**src/rtl/id_ex_pipeline_reg.sv**
```systemverilog
// ID/EX pipeline register with load-use hazard bubble insertion (optional via HAZARD_DETECT_EN).
// Latency: exactly one clk from ID_ inputs to EX_ outputs; ID_stall is combinational.
// Backpressure: hold freezes the whole register; flush/stall replace the incoming instruction with a bubble.
module id_ex_pipeline_reg #(
  parameter int XLEN = 32
) (
  input  logic            clk,
  input  logic            reset,
  input  logic            hold,
  input  logic            flush,
  input  logic            ID_cntl_MemWrite,
  input  logic            ID_cntl_MemRead,
  input  logic            ID_cntl_RegWrite,
  input  logic            ID_cntl_Branch,
  input  logic [2:0]      ID_sel_MemToReg,
  input  logic [1:0]      ID_sel_ALUSrc,
  input  logic [1:0]      ID_sel_jump,
  input  logic [3:0]      ID_ALUOp,
  input  logic [2:0]      ID_funct,
  input  logic [XLEN-1:0] ID_PC,
  input  logic [XLEN-1:0] ID_data1,
  input  logic [XLEN-1:0] ID_data2,
  input  logic [XLEN-1:0] ID_imm,
  input  logic [4:0]      ID_rs1,
  input  logic [4:0]      ID_rs2,
  input  logic [4:0]      ID_rd,
  output logic            EX_cntl_MemWrite,
  output logic            EX_cntl_MemRead,
  output logic            EX_cntl_RegWrite,
  output logic            EX_cntl_Branch,
  output logic [2:0]      EX_sel_MemToReg,
  output logic [1:0]      EX_sel_ALUSrc,
  output logic [1:0]      EX_sel_jump,
  output logic [3:0]      EX_ALUOp,
  output logic [2:0]      EX_funct,
  output logic [XLEN-1:0] EX_PC,
  output logic [XLEN-1:0] EX_data1,
  output logic [XLEN-1:0] EX_data2,
  output logic [XLEN-1:0] EX_imm,
  output logic [4:0]      EX_rs1,
  output logic [4:0]      EX_rs2,
  output logic [4:0]      EX_rd,
  output logic            EX_valid,
  output logic            ID_stall
);

  typedef struct packed {
    logic            mem_write;
    logic            mem_read;
    logic            reg_write;
    logic            branch;
    logic [2:0]      sel_mem_to_reg;
    logic [1:0]      sel_alu_src;
    logic [1:0]      sel_jump;
    logic [3:0]      alu_op;
    logic [2:0]      funct;
    logic [XLEN-1:0] pc;
    logic [XLEN-1:0] data1;
    logic [XLEN-1:0] data2;
    logic [XLEN-1:0] imm;
    logic [4:0]      rs1;
    logic [4:0]      rs2;
    logic [4:0]      rd;
  } ex_t;

  // VALID: EX holds a real instruction; BUBBLE: EX holds a killed/empty slot.
  typedef enum logic {BUBBLE = 1'b0, VALID = 1'b1} state_t;

  state_t state_q, state_d;
  ex_t    ex_q, ex_d;
  ex_t    id_w;
  logic   stall_w;

  assign id_w = '{
    mem_write:      ID_cntl_MemWrite,
    mem_read:       ID_cntl_MemRead,
    reg_write:      ID_cntl_RegWrite,
    branch:         ID_cntl_Branch,
    sel_mem_to_reg: ID_sel_MemToReg,
    sel_alu_src:    ID_sel_ALUSrc,
    sel_jump:       ID_sel_jump,
    alu_op:         ID_ALUOp,
    funct:          ID_funct,
    pc:             ID_PC,
    data1:          ID_data1,
    data2:          ID_data2,
    imm:            ID_imm,
    rs1:            ID_rs1,
    rs2:            ID_rs2,
    rd:             ID_rd
  };

`ifdef HAZARD_DETECT_EN
  // Load in EX whose destination matches either source of the decoding instruction.
  // rs1/rs2 are compared even if unused by the instruction, and x0 never stalls.
  assign stall_w = ~reset & ~hold & ~flush & (state_q == VALID) & ex_q.mem_read &
                   (ex_q.rd != 5'd0) & ((ex_q.rd == ID_rs1) | (ex_q.rd == ID_rs2));
`else
  // Without detection, software schedules the load delay slot.
  assign stall_w = 1'b0;
`endif

  assign ID_stall = stall_w;

  // Next state: hold retains, flush/stall load a bubble, otherwise load the ID instruction.
  always_comb begin
    ex_d    = ex_q;
    state_d = state_q;
    if (!hold) begin
      ex_d = id_w;
      if (flush || stall_w) begin
        ex_d.mem_write = 1'b0;
        ex_d.mem_read  = 1'b0;
        ex_d.reg_write = 1'b0;
        ex_d.branch    = 1'b0;
        ex_d.sel_jump  = 2'b00;
        ex_d.rd        = 5'd0;
        state_d        = BUBBLE;
      end else begin
        state_d        = VALID;
      end
    end
  end

  // Register update; synchronous reset overrides hold and flush.
  always_ff @(posedge clk) begin
    if (reset) begin
      ex_q    <= '0;
      state_q <= BUBBLE;
    end else begin
      ex_q    <= ex_d;
      state_q <= state_d;
    end
  end

  assign EX_cntl_MemWrite = ex_q.mem_write;
  assign EX_cntl_MemRead  = ex_q.mem_read;
  assign EX_cntl_RegWrite = ex_q.reg_write;
  assign EX_cntl_Branch   = ex_q.branch;
  assign EX_sel_MemToReg  = ex_q.sel_mem_to_reg;
  assign EX_sel_ALUSrc    = ex_q.sel_alu_src;
  assign EX_sel_jump      = ex_q.sel_jump;
  assign EX_ALUOp         = ex_q.alu_op;
  assign EX_funct         = ex_q.funct;
  assign EX_PC            = ex_q.pc;
  assign EX_data1         = ex_q.data1;
  assign EX_data2         = ex_q.data2;
  assign EX_imm           = ex_q.imm;
  assign EX_rs1           = ex_q.rs1;
  assign EX_rs2           = ex_q.rs2;
  assign EX_rd            = ex_q.rd;
  assign EX_valid         = (state_q == VALID);

endmodule

```
**config.mk**
```make
export PLATFORM = sky130hd
export DESIGN_NAME = id_ex_pipeline_reg
export DESIGN_NICKNAME = d
export VERILOG_FILES = /design/src/rtl/id_ex_pipeline_reg.sv
export SDC_FILE = /design/constraint.sdc
export NUM_CORES = 1
export LEC_CHECK = 0
export BUFFER_PORTS_ARGS = -buffer_cell sky130_fd_sc_hd__buf_2
export CORE_AREA = 2 2 128 130
export CTS_CLUSTER_DIAMETER = 40
export DETAILED_ROUTE_END_ITERATION = 10
export DIE_AREA = 0 0 130 132
export PLACE_DENSITY = 0.64
export REMOVE_ABC_BUFFERS = 1
export SLEW_MARGIN = 20
export SYNTH_ARGS = -nofsm -noshare
export SYNTH_HDL_FRONTEND = slang
export SYNTH_SLANG_ARGS = --single-unit
```
**constraint.sdc**
```tcl
create_clock -name clk -period 1.3 [get_ports clk]
set_clock_uncertainty 0.15 [all_clocks]
set_input_delay 0.26 -clock clk [delete_from_list [all_inputs] [get_ports clk]]
set_output_delay 0.26 -clock clk [all_outputs]
set_load 0.005 [all_outputs]
```
After elaboration in Yosys (flattened, before gate mapping) --
Index checks and enable logic that the tools add are counted.
Storage, ports and cells: flip-flop bits (word level) 162, input bits 165, output and inout port bits 163, logic and storage cells 21
Cells by class: muxes and demuxes 4
Operators by type and width (count):
- 5-bit two-way mux | 1
- 4-bit two-way mux | 1
- 2-bit two-way mux | 1
- 1-bit two-way mux | 1

Logic depth before layout (Yosys ltp) --
Gate-level depths: netlist (run 1).
depth after elaboration 1, depth in mapped cells 4, gate-level depth less buffers 2

Worst setup path after synthesis (run 1) --
OpenSTA, ideal clock, no wires.
path kind in2reg, start point input port reset, end point register ex_q, in the netlist EX_PC[0], library setup time 0.128 ns, arrival 0.890 ns, data required time 1.022 ns, path slack 0.132 ns, stages 4, path buffers 3, cells stage by stage buf_2 buf_2 clkbuf_1 nor2_1
RTL lines:
- start, declared | line 8 | input logic reset,
- end signal, assigned | line 128 | ex_q <= '0;
- end signal, assigned | line 131 | ex_q <= ex_d;
- end, declared | line 70 | ex_t ex_q, ex_d;
No word-level cell between the ends.

Worst setup path in the final report (run 1) --
start point register ex_q, in the netlist EX_data2[22], end point output port EX_data2[22]
RTL lines:
- end, declared | line 38 | output logic [XLEN-1:0] EX_data2,
No word-level cell between the ends.

==> results of run 1 <==
## metrics by stage
step	utilization [%]	setup WS [ns]	setup TNS, ns	total power [uW]	instance area, sq um
after CTS	63.1	-0.0115	-0.0183	12400	9920
after global routing	65.5	-0.0251	-0.215	12900	10300
final	65.5	0.00790	0	12400	10300
after global placement	48.8	0.00839	0	6810	7660
after detailed placement	48.8	-0.0141	-0.0152	6840	7660
after floorplan	-	0.344	0	5950	5510
## final cells by class
type | instances | area, sq um
fillers | 1190 | 5420
multi-input cells | 337 | 2270
clock buffers | 19 | 443
repair buffers | 511 | 3750
well taps | 216 | 270
clock inverters | 12 | 155
flip-flops and latches | 162 | 3410
## power groups by stage
| stage | clock (uW) | sequential [uW] | combinational [uW] |
|---|---|---|---|
| 2_1_floorplan | 0 | 5530 | 420 |
| 3_3_place_gp | 0 | 5490 | 1320 |
| 3_5_place_dp | 0 | 5500 | 1340 |
| 4_1_cts | 5240 | 5400 | 1730 |
| 5_1_grt | 5440 | 5490 | 1990 |
| 6_report | 5110 | 5460 | 1840 |
## sequential cells by signal (all words and copies together), names as in the netlist, 2 cells and up
register         count
EX_data1            32
EX_funct             3
EX_rd                5
EX_imm              32
EX_rs2               5
EX_sel_MemToReg      3
EX_PC               32
EX_ALUOp             4
EX_sel_jump          2
EX_sel_ALUSrc        2
EX_data2            32
EX_rs1               5
## synth_stat cells
cell type / number / area share [%]
dfxtp_1: 162 / 57
mux2i_1: 150 / 26
nor2_1: 150 / 9.8
buf_2: 20 / 1.7
buf_4: 16 / 2.1
nand2_1: 12 / 0.78
nand2b_1: 10 / 1.1
o22ai_1: 10 / 1.1
clkbuf_1: 3 / 0.20
a21oi_1: 2 / 0.17
conb_1: 1 / 0.065
or2_1: 1 / 0.11
or3b_1: 1 / 0.15
## metal layers
layer | share of wire, % | up-vias | wire length (um)
li1 | - | 2764 | -
met1 | 39 | 2597 | 7390
met2 | 51 | 233 | 9830
met3 | 6.9 | 41 | 1330
met4 | 3.1 | 0 | 587
met5 | 0 | - | 0
## cell families (layout without fill, tap and decap cells)
logic type,Yosys count,after routing,share of synthesized area (%)
flops,162,162,56.5
compound gates,12,12,1.26
other cells,1,1,0.0654
simple gates,174,174,11.9
mux,150,150,26.2
buf+inv,39,542,4.03
## what timing repair did
| action | CTS | global route |
|---|---|---|
| hold buffers | 161 | 0 |
| hold endpoints to repair | 161 | 0 |
| buffers inserted | 0 | 5 |
| setup endpoints to repair | 25 | 133 |
| resized for setup | 28 | 139 |
## worst paths after layout
kind	start	to	slack, ns
worst max-delay path	EX_data2[22]	EX_data2[22]	0.008
worst min-delay path	ID_rd[3]	EX_rd[3]	0.03
worst max register to register	EX_PC[16]	EX_PC[16]	0.36
worst min register to register	EX_rd[3]	EX_rd[3]	0.31
==> impl_metrics.env, run 1 <==
export IMPL_outcome="completed"
export IMPL_use_met3_pct=5.52
export IMPL_yosysWarnings=0
export IMPL_io_pins=328
export IMPL_synth_avg_cell_area_sq_um=10.7
export IMPL_final_period_utilization_pct=99.4
export IMPL_clk_latency_ns=0.41
export IMPL_cp_slowest_cell="dfxtp_1"
export IMPL_layout_cells_non_filler=1257
export IMPL_rsz0062_at_grt="yes"
export IMPL_ys_seq_area_share_pct=56.5
export IMPL_syn_instance_count=538
export IMPL_clkPwrFrac_pct=41.2
export IMPL_internal_power_uw=9480
export IMPL_drc_errors=0
export IMPL_power_density_nw_per_um2=1210
export IMPL_final_cell_mix="buf_2 (289), dlygate4sd3_1 (161), mux2i_1 (150), nor2_1 (150), dfxtp_2 (131)"
export IMPL_final_common_cell="buf_2"
export IMPL_core_rowCount=46
export IMPL_cp_buffers_inverters=1
export IMPL_cts_tree="built"
export IMPL_syn_area_sq_um=5740
export IMPL_slew_violations=0
export IMPL_viasPerCell=4.48
export IMPL_setup_viol=0
export IMPL_peakVddDrop_mv=0.901
export IMPL_worstSetupEndpointType="output port"
export IMPL_synth_cell_types=13
export IMPL_reg2regPathDepth=3
export IMPL_num_antenna_cells=0
export IMPL_nNetsFinal=1194
export IMPL_grt_util_all_layers_pct=20.3
export IMPL_worst_path_stages=1
export IMPL_cts_sinks=162
export IMPL_htree_levels=4
export IMPL_path_clk_slew_ns=0.06
export IMPL_gp_congestion=0.737
export IMPL_path_cells="buf_2"
export IMPL_min_path_cells=3
export IMPL_hold_slack_ns=0.0285
export IMPL_antenna_found_initial=0
export IMPL_final_layout_size_suffix_gt1_share_pct=49.2
export IMPL_die_area_sq_um=17200
export IMPL_ant_nets=0
export IMPL_placedCellCount=1060
export IMPL_drt_wirelength_per_cell_um=15.2
export IMPL_top_usage_layer="met2"
export IMPL_groute_layer_met2_usage_pct=36.7
export IMPL_grt_pass1_vias=5608
export IMPL_clockBufferDepth=2
export IMPL_critPathArrivalTime_ns=0.88
export IMPL_io_buffers=326
export IMPL_slowest_delay_ns=0.34
export IMPL_numCtsBuffers=17
export IMPL_hp_class="input pin to register"
export IMPL_cp_start_kind="register"
export IMPL_die_h_um=132
export IMPL_dp_hpwl_um=11300
export IMPL_root_buffer="clkbuf_16"
export IMPL_grtUsageMet1_pct=21.8
export IMPL_drt_iter0_markers=240
export IMPL_drv_cap=0
export IMPL_initial_core_util_pct=36.5
export IMPL_totalWireLength_um=19100
export IMPL_seq_power_share_pct=44.0
export IMPL_dr_pass1_iters=4
export IMPL_path_max_fanout=2
export IMPL_cp_required_ns=0.89
export IMPL_coreArea_sq_um=15700
export IMPL_p_leak_uw=0.00522
export IMPL_switching_power_uw=2940
export IMPL_synth_seq_cells=162
export IMPL_grt_max_degree=77
export IMPL_overflow=0
export IMPL_crit_type="register to output port"
export IMPL_post_route_min_period_ns=1.29
export IMPL_finalHoldViolations=0
export IMPL_vias=5635
export IMPL_fmax_mhz=774
export IMPL_area_growth_pct=79.4
export IMPL_pwr_share_comb_pct=14.8
export IMPL_die_w_um=130
export IMPL_path_delay_family="flip-flops"
export IMPL_switching_share_pct=23.7
export IMPL_grt_pass1_wl_um=27500
No activity file was read; power rests on OpenSTA's default activity.
==> inputs of run 2 (changes only) <==
--- a/config.mk
+++ b/config.mk
@@ -6,12 +6,13 @@
 export NUM_CORES = 1
 export LEC_CHECK = 0
 export BUFFER_PORTS_ARGS = -buffer_cell sky130_fd_sc_hd__buf_2
-export CORE_AREA = 2 2 128 130
+export CORE_AREA = 5 5 124 126
 export CTS_CLUSTER_DIAMETER = 40
 export DETAILED_ROUTE_END_ITERATION = 10
-export DIE_AREA = 0 0 130 132
-export PLACE_DENSITY = 0.64
+export DIE_AREA = 0 0 129 131
+export PLACE_DENSITY = 0.71
 export REMOVE_ABC_BUFFERS = 1
+export SETUP_SLACK_MARGIN = 0.5
 export SLEW_MARGIN = 20
 export SYNTH_ARGS = -nofsm -noshare
 export SYNTH_HDL_FRONTEND = slang
==> run 2 against run 1 <==
The run now ends with hold timing, setup timing left. Critical path depth did not move. Utilization rose by 1.7 points. Global-route usage fell by 0.94 points. Clock power barely moved. Routed wire length fell by 8.8%. Non-clock buffer count fell by 133. Register-to-register slack got worse by 0.07 ns. Critical path type unchanged.
==> impl_metrics.env, run 2 (synthesis gave the netlist of run 1 again) <==
export IMPL_outcome="complete, but fails checks"
export IMPL_violations="hold timing, setup timing"
export IMPL_placed_cell_area_sq_um=7640
export IMPL_vias=5103
export IMPL_power_density_nw_per_um2=1290
export IMPL_initial_core_util_pct=40.4
export IMPL_io_pins=328
export IMPL_die_w_um=129
export IMPL_num_antenna_cells=0
export IMPL_slew_violations=0
export IMPL_gp_congestion=0.788
export IMPL_viasPerCell=4.67
export IMPL_finalWorstSetupSlack_ns=-0.00899
export IMPL_io_buffers=326
export IMPL_post_route_min_period_ns=1.31
export IMPL_crit_type="register to output port"
export IMPL_cp_start_kind="register"
export IMPL_hp_class="input pin to register"
export IMPL_die_h_um=131
export IMPL_final_layout_size_suffix_gt1_share_pct=63.0
export IMPL_path_cells="buf_6"
export IMPL_coreArea_sq_um=14200
export IMPL_cp_slowest_cell="dfxtp_2"
export IMPL_final_common_cell="buf_2"
export IMPL_setup_viol=1
export IMPL_overflow=0
export IMPL_cts_tree="built"
export IMPL_peakVddDrop_mv=0.728
export IMPL_dp_hpwl_um=12100
export IMPL_slowest_delay_ns=0.37
export IMPL_grt_pass1_wl_um=25300
export IMPL_critPathArrivalTime_ns=0.90
export IMPL_root_buffer="clkbuf_16"
export IMPL_drv_cap=0
export IMPL_totalWireLength_um=17500
export IMPL_fmax_mhz=764
export IMPL_cp_required_ns=0.89
export IMPL_drt_iter0_markers=196
export IMPL_ant_nets=0
export IMPL_nNetsFinal=1061
export IMPL_die_area_sq_um=16900
export IMPL_dr_pass1_iters=4
export IMPL_drc_errors=0
export IMPL_core_rowCount=44
export IMPL_rsz0062_at_grt="yes"
export IMPL_drt_wirelength_per_cell_um=16.0
export IMPL_cp_buffers_inverters=1
export IMPL_grt_pass1_vias=5064
export IMPL_finalHoldViolations=158
export IMPL_grt_max_degree=72
export IMPL_nFillCells=1046
export IMPL_p_leak_uw=0.00483
export IMPL_path_max_fanout=2
export IMPL_path_clk_slew_ns=0.06
export IMPL_total_power_uw=12300
export IMPL_path_delay_family="flip-flops"
export IMPL_final_area_sq_um=9550
export IMPL_final_cell_mix="buf_2 (210), dfxtp_2 (162), mux2i_1 (150), nor2_1 (150), buf_6 (141)"
export IMPL_antenna_found_initial=0
export IMPL_htree_levels=4
export IMPL_clk_latency_ns=0.41
export IMPL_numCtsBuffers=17
export IMPL_cts_sinks=162
export IMPL_final_period_utilization_pct=101
export IMPL_worstSetupEndpointType="output port"
export IMPL_clockBufferDepth=2
export IMPL_hold_slack_ns=-0.0802
export IMPL_grt_util_all_layers_pct=19.3
export IMPL_area_growth_pct=66.4
## run 2: cell count changes in the layout (fill, tap and decap cells not counted), sizes merged
| cell | previous run | this run |
|---|---|---|
| clkinv | 4 | 3 |
| clkbuf | 20 | 22 |
| inv | 3 | 2 |
| clkinvlp | 2 | 4 |
| dlygate4sd3 | 161 | 0 |
| buf | 349 | 376 |
## run 2: power breakdown
group	total, uW	internal, uW	leakage [uW]	switching (uW)
Combinational	1700	1040	0.00315	661
Sequential	5510	5320	0.00139	195
Clock	5120	3080	0.000283	2040
Total	12300	9440	0.00483	2900
## run 2: what timing repair did
item | CTS | global route
buffers inserted | 12 | 12
pin swaps | 7 | 27
endpoints found under the setup margin | 314 | 249
gates cloned | 3 | 0
gates resized for setup | 248 | 63
endpoints found under the hold margin | 161 | 157
## run 2: area by class of cell
type / count / area (sq um) / area share [%]
clock buffers: 20 / 447 / 4.68
clock inverters: 12 / 156 / 1.64
multi-input cells: 337 / 2270 / 23.8
flip-flops and latches: 162 / 3450 / 36.1
well taps: 184 / 230 / 2.41
repair buffers: 378 / 3000 / 31.4
## run 2: path summary, 6_finish.rpt
check | start | endpoint | slack [ns] | cells past startpoint
worst max-delay path | EX_imm[4] | EX_imm[4] | -0.009 | 1
worst min-delay path | ID_imm[7] | EX_imm[7] | -0.08 | 3
worst max register to register | EX_PC[30] | EX_PC[30] | 0.29 | 4
worst min register to register | EX_valid | EX_valid | 0.32 | 2
## run 2: layer usage
metal	track usage, %	vias to the layer above	share of wire [%]
met1	20.8	2351	37
met5	0	-	0
met4	9.20	0	2.7
met2	33.5	212	51
met3	7.40	39	9.1
li1	-	2501	-
## run 2: metrics by stage
step | TNS [ns] | cells | util [%] | hold WS (ns) | setup slack (ns)
after floorplan | 0 | 499 | - | 0.179 | 0.344
after global placement | -3.36 | 1034 | 53.8 | 0.299 | -0.0542
after detailed placement | -5.65 | 1034 | 53.8 | 0.307 | -0.0857
after CTS | -0.107 | 1081 | 64.0 | -0.103 | -0.0333
after global routing | -0.596 | 1093 | 67.2 | -0.0983 | -0.0420
final | -0.00899 | 1093 | 67.2 | -0.0802 | -0.00899
==> inputs of run 3 (changes only) <==
==> constraint.sdc (replaced) <==
create_clock -name clk -period 1.3 [get_ports clk]
set_clock_uncertainty 0.15 [all_clocks]
set_input_delay 0.26 -clock clk [delete_from_list [all_inputs] [get_ports clk]]
set_output_delay 0.26 -clock clk [all_outputs]
set_load 0.05 [all_outputs]
==> run 3 against run 2 <==
The flow still finishes with violations (hold timing, setup timing). Die area did not move. Worst setup slack got worse by 0.052 ns. Worst hold slack improved by 0.0041 ns. Fmax fell by 3.8%. Design area rose by 11%. Combinational power rose by 85%. Sequential cell count is the same. Global-route usage is 2.8 points higher. Clock power is 1% higher. Critical endpoint unchanged. Largest cell class is now buffers.
==> impl_metrics.env, run 3 (synthesis gave the netlist of run 1 again) <==
export IMPL_nNetsFinal=1071
export IMPL_placed_cell_area_sq_um=7640
export IMPL_grt_max_degree=72
export IMPL_wl_met1_um=7380
export IMPL_clk_latency_ns=0.41
export IMPL_drt_iter0_markers=260
export IMPL_slew_violations=0
export IMPL_dp_hpwl_um=12100
export IMPL_slowest_delay_ns=0.37
export IMPL_htree_levels=4
export IMPL_coreArea_sq_um=14200
export IMPL_grt_pass1_wl_um=29000
export IMPL_cts_tree="built"
export IMPL_outcome="complete, but fails checks"
export IMPL_path_cells="buf_8"
export IMPL_die_w_um=129
export IMPL_total_power_uw=13900
export IMPL_io_pins=328
export IMPL_p_leak_uw=0.00511
export IMPL_rsz0062_at_grt="yes"
export IMPL_post_route_min_period_ns=1.36
export IMPL_viasPerCell=4.81
export IMPL_gp_congestion=0.788
export IMPL_crit_type="register to output port"
export IMPL_dr_pass1_iters=6
export IMPL_drt_wirelength_per_cell_um=19.0
export IMPL_die_h_um=131
export IMPL_grt_pass1_vias=5519
export IMPL_antenna_found_initial=0
export IMPL_overflow=0
export IMPL_met3_length_um=1550
export IMPL_drc_errors=0
export IMPL_hp_class="input pin to register"
export IMPL_cp_required_ns=0.89
export IMPL_num_antenna_cells=0
export IMPL_path_delay_family="flip-flops"
export IMPL_final_area_sq_um=10600
export IMPL_core_rowCount=44
export IMPL_drv_cap=0
export IMPL_timing_setup_tns_ns=-3.38
export IMPL_cp_start_kind="register"
export IMPL_root_buffer="clkbuf_16"
export IMPL_cp_slowest_cell="dfxtp_2"
export IMPL_finalWorstSetupSlack_ns=-0.0614
export IMPL_totalWireLength_um=20900
export IMPL_final_cell_mix="buf_2 (162), buf_8 (156), dfxtp_2 (154), nor2_1 (150), mux2i_1 (143)"
export IMPL_final_layout_size_suffix_gt1_share_pct=64.2
export IMPL_place_ws_ns=-0.0857
export IMPL_worstSetupEndpointType="output port"
export IMPL_final_common_cell="buf_2"
export IMPL_violations="hold timing, setup timing"
export IMPL_peakVddDrop_mv=0.800
export IMPL_met2_length_um=11300
export IMPL_initial_core_util_pct=40.4
export IMPL_setup_viol=161
export IMPL_finalHoldViolations=140
export IMPL_final_period_utilization_pct=105
export IMPL_io_buffers=326
export IMPL_fmax_mhz=735
export IMPL_cts_sinks=162
export IMPL_cp_buffers_inverters=1
export IMPL_clockBufferDepth=2
export IMPL_ant_nets=0
export IMPL_path_max_fanout=2
export IMPL_topRoutingLayerUsed="met4"
export IMPL_hold_slack_ns=-0.0761
export IMPL_critPathArrivalTime_ns=0.95
export IMPL_numCtsBuffers=17
export IMPL_grt_util_all_layers_pct=22.2
export IMPL_area_growth_pct=84.7
export IMPL_vias=5303
export IMPL_power_density_nw_per_um2=1310
export IMPL_path_clk_slew_ns=0.06
export IMPL_die_area_sq_um=16900
==> run 3: worst paths after layout <==
path,startpoint,end,slack (ns),cells after the start
max reg2reg,EX_imm[4],EX_imm[4],0.24,4
min,ID_data2[0],EX_data2[0],-0.08,3
max,EX_imm[4],EX_imm[4],-0.06,1
min reg2reg,EX_valid,EX_valid,0.33,2
==> run 3: report_power, final <==
group / switching [uW] / internal [uW] / total (uW)
Clock: 2080 / 3080 / 5170
Sequential: 285 / 5310 / 5600
Combinational: 1710 / 1420 / 3140
Total: 4080 / 9820 / 13900
==> run 3: layout make-up <==
type | count | area [sq um]
timing repair buffer | 388 | 4000
fill | 825 | 3610
multi-input combinational | 337 | 2300
clock inverter | 12 | 156
tap | 184 | 230
sequential | 162 | 3470
clock buffer | 20 | 447
==> run 3: timing repair <==
action,in CTS,in global routing
buffers inserted,10,24
pin swaps,5,39
gates cloned,3,0
endpoints found under the setup margin,314,287
resized for setup,629,74
hold endpoints to repair,161,151
==> run 3: worst min-delay path, stage by stage <==
cell and delay, ns:
buf_2 0.07, mux2i_1 0.05, nor2_1 0.07
==> run 3: metal layers <==
| layer | GRT usage, % | vias to the layer above |
|---|---|---|
| met5 | 0 | - |
| met4 | 9.26 | 0 |
| met3 | 6.99 | 53 |
| met2 | 40.1 | 242 |
| met1 | 23.9 | 2484 |
| li1 | - | 2524 |
==> run 3: metrics by stage <==
step / util (%) / instances
5_1_grt: 74.6 / 1103
3_3_place_gp: 53.8 / 1034
6_report: 74.6 / 1103
3_5_place_dp: 53.8 / 1034
4_1_cts: 71.4 / 1079
2_1_floorplan: - / 499
